==> config.mk <==
export PLATFORM = sky130hd
export DESIGN_NAME = seg_score_reader
export DESIGN_NICKNAME = d
export VERILOG_FILES = /design/src/rtl/seg_score_reader.sv
export SDC_FILE = /design/constraint.sdc
export NUM_CORES = 1
export LEC_CHECK = 0
export BUFFER_PORTS_ARGS = -buffer_cell sky130_fd_sc_hd__buf_2
export CAP_MARGIN = 10
export CORE_ASPECT_RATIO = 0.6
export CORE_MARGIN = 3
export CORE_UTILIZATION = 58
export CTS_CLUSTER_SIZE = 24
export DETAILED_ROUTE_END_ITERATION = 12
export PLACE_DENSITY = 0.8
export SLEW_MARGIN = 20
export SYNTH_ARGS = -nofsm -noshare
export SYNTH_HDL_FRONTEND = slang
export SYNTH_SLANG_ARGS = --single-unit
==> constraint.sdc <==
create_clock -name clk_1khz_i -period 4.65 [get_ports clk_1khz_i]
set_input_delay 0.465 -clock clk_1khz_i [delete_from_list [all_inputs] [get_ports clk_1khz_i]]
set_output_delay 0.465 -clock clk_1khz_i [all_outputs]
set_load 0.02 [all_outputs]
==> src/rtl/seg_score_reader.sv <==
// Seven-segment scoreboard monitor: debounces the tens/ones digit buses, decodes them to a score and
// classifies every committed change as a step, a clear or a jump. All outputs are registered.
module seg_score_reader #(
  parameter int STABLE_CYCLES = 4,
  parameter bit ACTIVE_LOW    = 1'b1
) (
  input  logic       clk_1khz_i,
  input  logic       rst_i,
  input  logic [6:0] seg_tens_i,
  input  logic [6:0] seg_ones_i,
  output logic [6:0] score_o,
  output logic       score_valid_o,
  output logic       update_o,
  output logic       step_o,
  output logic       clear_o,
  output logic       jump_o,
  output logic       invalid_o
);

  localparam logic [3:0] CNT_MAX = 4'(STABLE_CYCLES - 1);

  typedef enum logic {S_EMPTY, S_TRACK} state_e;

  // Returns {valid, digit}; blank is accepted as zero only where leading-zero suppression applies.
  function automatic logic [4:0] seg_decode(input logic [6:0] seg, input logic blank_is_zero);
    logic [4:0] res;
    case (seg)
      7'h3F:   res = 5'h10;
      7'h06:   res = 5'h11;
      7'h5B:   res = 5'h12;
      7'h4F:   res = 5'h13;
      7'h66:   res = 5'h14;
      7'h6D:   res = 5'h15;
      7'h7D:   res = 5'h16;
      7'h07:   res = 5'h17;
      7'h7F:   res = 5'h18;
      7'h6F:   res = 5'h19;
      7'h00:   res = blank_is_zero ? 5'h10 : 5'h00;
      default: res = 5'h00;
    endcase
    return res;
  endfunction

  logic [13:0] pair_in;
  logic [13:0] sample_q, sample_d;
  logic [3:0]  cnt_q, cnt_d;
  logic        committed_q, committed_d;
  state_e      state_q, state_d;
  logic [6:0]  score_q, score_d;
  logic        invalid_q, invalid_d;
  logic        update_q, update_d;
  logic        step_q, step_d;
  logic        clear_q, clear_d;
  logic        jump_q, jump_d;

  logic        commit;
  logic [6:0]  tens_hi, ones_hi;
  logic [4:0]  tens_dec, ones_dec;
  logic        pair_valid;
  logic [6:0]  new_score;

  assign pair_in = {seg_tens_i, seg_ones_i};

  // Decode from sample_q: at a commit it equals the incoming pair, and it keeps the path register-fed.
  assign tens_hi    = ACTIVE_LOW ? ~sample_q[13:7] : sample_q[13:7];
  assign ones_hi    = ACTIVE_LOW ? ~sample_q[6:0]  : sample_q[6:0];
  assign tens_dec   = seg_decode(tens_hi, 1'b1);
  assign ones_dec   = seg_decode(ones_hi, 1'b0);
  assign pair_valid = tens_dec[4] & ones_dec[4];
  assign new_score  = 7'(tens_dec[3:0]) * 7'd10 + 7'(ones_dec[3:0]);

  assign commit = (cnt_q == CNT_MAX) && (pair_in == sample_q) && !committed_q;

  always_comb begin
    sample_d    = pair_in;
    cnt_d       = cnt_q;
    committed_d = committed_q;
    if (pair_in != sample_q) begin
      cnt_d       = 4'd0;
      committed_d = 1'b0;
    end else begin
      if (cnt_q != CNT_MAX) begin
        cnt_d = cnt_q + 4'd1;
      end
      if (commit) begin
        committed_d = 1'b1;
      end
    end
  end

  always_ff @(posedge clk_1khz_i) begin
    if (rst_i) begin
      state_q <= S_EMPTY;
    end else begin
      state_q <= state_d;
    end
  end

  always_comb begin
    state_d = state_q;
    if (commit && pair_valid) begin
      state_d = S_TRACK;
    end
  end

  always_comb begin
    score_d   = score_q;
    invalid_d = invalid_q;
    update_d  = 1'b0;
    step_d    = 1'b0;
    clear_d   = 1'b0;
    jump_d    = 1'b0;
    if (commit) begin
      if (!pair_valid) begin
        invalid_d = 1'b1;
      end else begin
        invalid_d = 1'b0;
        // Recommitting the score already shown (e.g. after a glitch) stays silent.
        if (!(state_q == S_TRACK && new_score == score_q)) begin
          score_d  = new_score;
          update_d = 1'b1;
          if (state_q == S_TRACK) begin
            if (new_score == score_q + 7'd1) begin
              step_d = 1'b1;
            end else if (new_score == 7'd0) begin
              clear_d = 1'b1;
            end else begin
              jump_d = 1'b1;
            end
          end
        end
      end
    end
  end

  always_ff @(posedge clk_1khz_i) begin
    if (rst_i) begin
      sample_q    <= '0;
      cnt_q       <= '0;
      committed_q <= 1'b0;
      score_q     <= '0;
      invalid_q   <= 1'b0;
      update_q    <= 1'b0;
      step_q      <= 1'b0;
      clear_q     <= 1'b0;
      jump_q      <= 1'b0;
    end else begin
      sample_q    <= sample_d;
      cnt_q       <= cnt_d;
      committed_q <= committed_d;
      score_q     <= score_d;
      invalid_q   <= invalid_d;
      update_q    <= update_d;
      step_q      <= step_d;
      clear_q     <= clear_d;
      jump_q      <= jump_d;
    end
  end

  assign score_o       = score_q;
  assign score_valid_o = (state_q == S_TRACK);
  assign update_o      = update_q;
  assign step_o        = step_q;
  assign clear_o       = clear_q;
  assign jump_o        = jump_q;
  assign invalid_o     = invalid_q;

endmodule

==> results.tsv <==
stage	metric	value	unit
yosys	Mean Syn Cell Area	8.457	um2
cts	CTS sink count	32	
yosys	Seq/Total Area, Yosys	0.2805	
route	initial drt markers	138	
route	WL per Instance	16.73	um
route	first-pass iteration count of the detailed router	4	
pwr	Leak Pwr	1.037	nW
sta	final hold viol count	0	
cts	postcts setup bufs	0	
sta	fmax	0.2240	GHz
floorplanning	width of the chip	87.01	um
critical_path	CP Class	register to register	
route	drt drc	0	
layout	Area growth, synth to finish	12.16	%
grt	remaining global-route overflow	0	
yosys	Post-Syn Nets	295	
route	Routed Antenna Nets	0	
sta	Final TNS setup	0	ps
critical_path	Levels on crit path	15	
sta	Slew @ Worst Pin	1010	ps
cts	CTS tree	built	
layout	final std cells w/o fill	339	
status	run status	finished clean	
floorplanning	number of top-level pins	29	
critical_path	startpoint types	register	
sta	Final Max Tran Viols	0	
place	Post-DP HPWL	4.266	mm
cts	H-Tree Depth	2	
critical_path	R2R Setup Slk	180	ps
critical_path	delay-heaviest family, CP	simple AND/OR/NAND/NOR gates	
route	routed vias	2133	
place	Placed Cells incl. Taps	331	
critical_path	data required time of the worst path	4860	ps
min_path	Hold Path Depth	2	
cts	clock-pin slew on the worst setup and hold paths	70	ps
yosys	Post-Syn Instances	270	
sta	final hold slack	416.7	ps
critical_path	Buf/Inv on CP	1	
yosys	Cell Area, Synth	2283	um2
cts	clk_lat worst skew	290	ps
yosys	async set or reset register ratio after synthesis	0	
pwr	Peak VDD IR	0.2051	mV
yosys	Main synth FF type	dfxtp_1	
flow_run	Max Cap Violations	0	
cts	TritonCTS Buffers	5	
grt	vias in the first global route	1919	
min_path	worst hold path class	primary input to register	
critical_path	Worst path most repeated cell	ha_1	
yosys	flops & latches, synth	32	
cts	Clock Tree Buf Depth	2	
critical_path	Crit-path slowest cell	or4_4	
grt	initial antenna violation count	0	
grt	gr usage total	0.2661	
cts	Hold Buf Count CTS	0	
critical_path	cells on worst reg2reg path	15	
place	RePlAce Congestion	0.9624	
critical_path	Crit. End Element	register	
sta	minimum clock period	4465	ps
layout	NumNets Final	318	
pwr	pwr dens	266.2	nW/um2
critical_path	CP Cell Sequence	or4_4 > or3_4 > nand3_2 > ha_1 > ha_1 > inv_1 > fa_1 > nor2b_2 > nand2_1 > or3_1 > o311a_1 > and3b_2 > or2_2 > a2111oi_4 > nor3b_2	
sta	clk_skew	9.025	ps
cts	Root Buffer Master	clkbuf_8	
yosys	unique cell type count in the Yosys netlist	60	
place	port bufs	28	
critical_path	CP arrival	4680	ps
cts	number of gates resized after cts	0	
sta	RSZ-0062 raised after global routing	false	
sta	post-route setup slack	184.9	ps
yosys	Syn. warnings	0	
grt	first-pass GRT wire length	9.501	mm
floorplanning	initial cell density of the core	0.6518	
route	final WL	5.672	mm
sta	final worst path period share	0.9602	
floorplanning	die area	4750	um2
floorplanning	DIE HEIGHT	54.60	um
floorplanning	floorplan row count	16	
sta	Final setup viols	0	
place	post-place setup slack	205.1	ps
yosys	Post-synth EDFFs	0	
sta	Max-slew headroom	0.3266	
layout	share of layout cells above drive strength 1	0.2075	
critical_path	Largest stage delay, worst path	550	ps
layout	final core utilization	0.7311	
grt	largest net degree at the start of global routing	26	
layout	ant diodes	0	
route	DR vias/cell	6.292	
critical_path	critical path fanouts, max	8	
floorplanning	core area	3503	um2
-- power by group --
part / internal (mW) / total (mW) / switching [mW]
clock network: 0.159 / 0.263 / 0.104
registers: 0.281 / 0.296 / 0.0150
logic: 0.0554 / 0.123 / 0.0680
-- layer usage --
layer,routed length (um),share of wire,global-route usage,up-vias
li1,-,-,-,1023
met1,2994,0.53,0.4125,1012
met2,2215,0.39,0.3665,92
met3,410,0.072,0.05414,6
met4,51,0.0090,0.06736,0
met5,0,0,0,-
-- final timing paths --
| kind | end | from |
|---|---|---|
| min reg2reg | committed_q | committed_q |
| max reg2reg | step_o | sample_q[8] |
| min | sample_q[13] | seg_tens_i[6] |
| max | step_o | sample_q[8] |
-- sequential cells by signal, indices dropped and copies added, names as in the netlist --
signal	flops
sample_q	14
cnt_q	4
update_o	1
score_valid_o	1
committed_q	1
step_o	1
score_o	7
clear_o	1
invalid_o	1
jump_o	1
-- Yosys cell counts (2+ instances only) --
library cell | count | area, um2
and3b_1 | 3 | 26.28
nand4_1 | 3 | 18.77
a211oi_1 | 3 | 22.52
o311a_1 | 2 | 20.02
a21oi_1 | 7 | 35.03
nand2_1 | 18 | 67.56
or3_1 | 4 | 25.02
nand2b_1 | 4 | 25.02
xor2_1 | 13 | 113.9
nor3_1 | 10 | 50.05
nor3b_1 | 5 | 37.54
and4b_1 | 2 | 20.02
or3_4 | 2 | 22.52
nor4_1 | 5 | 31.28
or2_2 | 2 | 12.51
inv_1 | 10 | 37.54
or4b_2 | 2 | 20.02
or3b_2 | 2 | 17.52
nand3_1 | 12 | 60.06
o311ai_0 | 2 | 17.52
xnor2_1 | 12 | 105.1
nand3b_1 | 2 | 15.01
clkbuf_1 | 10 | 37.54
buf_2 | 2 | 10.01
a221oi_1 | 2 | 17.52
mux2i_1 | 6 | 60.06
nor2_1 | 25 | 93.84
o21ai_0 | 11 | 55.05
a2111oi_4 | 2 | 55.05
dfxtp_1 | 32 | 640.6
ha_1 | 8 | 100.1
nor2b_1 | 19 | 118.9
-- stage by stage --
| stage | cell area [um2] | power, mW |
|---|---|---|
| 4_1_cts | 2542 | 0.6791 |
| 3_5_place_dp | 2435 | 0.4198 |
| 5_1_grt | 2561 | 0.7138 |
| 6_report | 2561 | 0.6819 |
| 3_3_place_gp | 2435 | 0.4181 |
| 2_1_floorplan | 2283 | 0.3900 |
-- worst reg2reg max path, stage by stage, from the launching register on --
cell and delay [ps]:
dfxtp_2 360, or4_4 550, or3_4 380, nand3_2 110, ha_1 240, ha_1 200, inv_1 70, fa_1 450
nor2b_2 190, nand2_1 110, or3_1 380, o311a_1 150, and3b_2 250, or2_2 300, a2111oi_4 430, nor3b_2 220
-- cells by family after synthesis --
logic type	Yosys count	synth area share
AOI/OAI and AO/OA	45	0.1638
buffers and inverters	23	0.03945
DFF	32	0.2805
muxes	7	0.03123
adders and majority gates	9	0.05260
xor gates and xnor gates	26	0.1058
and+or+nand+nor	128	0.3266
-- layout make-up --
class	instances	area, um2
clock inverter	2	35.03
fill	282	942.2
timing repair buffer	29	147.6
clock buffer	6	72.57
tap	45	56.30
multi-input combinational	215	1568
inverter	10	37.54
sequential	32	644.4
-- cells in the final DEF, fill, tap and decap left out, drive strengths merged, types with 7 or more instances in the layout --
cell type and n:
xor2 13, nor2b 19, nand3 12, o21ai 11
inv 10, dfxtp 32, ha 8, nand2 18
nor2 25, buf 29, xnor2 12, nor3 10
a21oi 7
No activity file was read; power rests on OpenSTA's default activity.
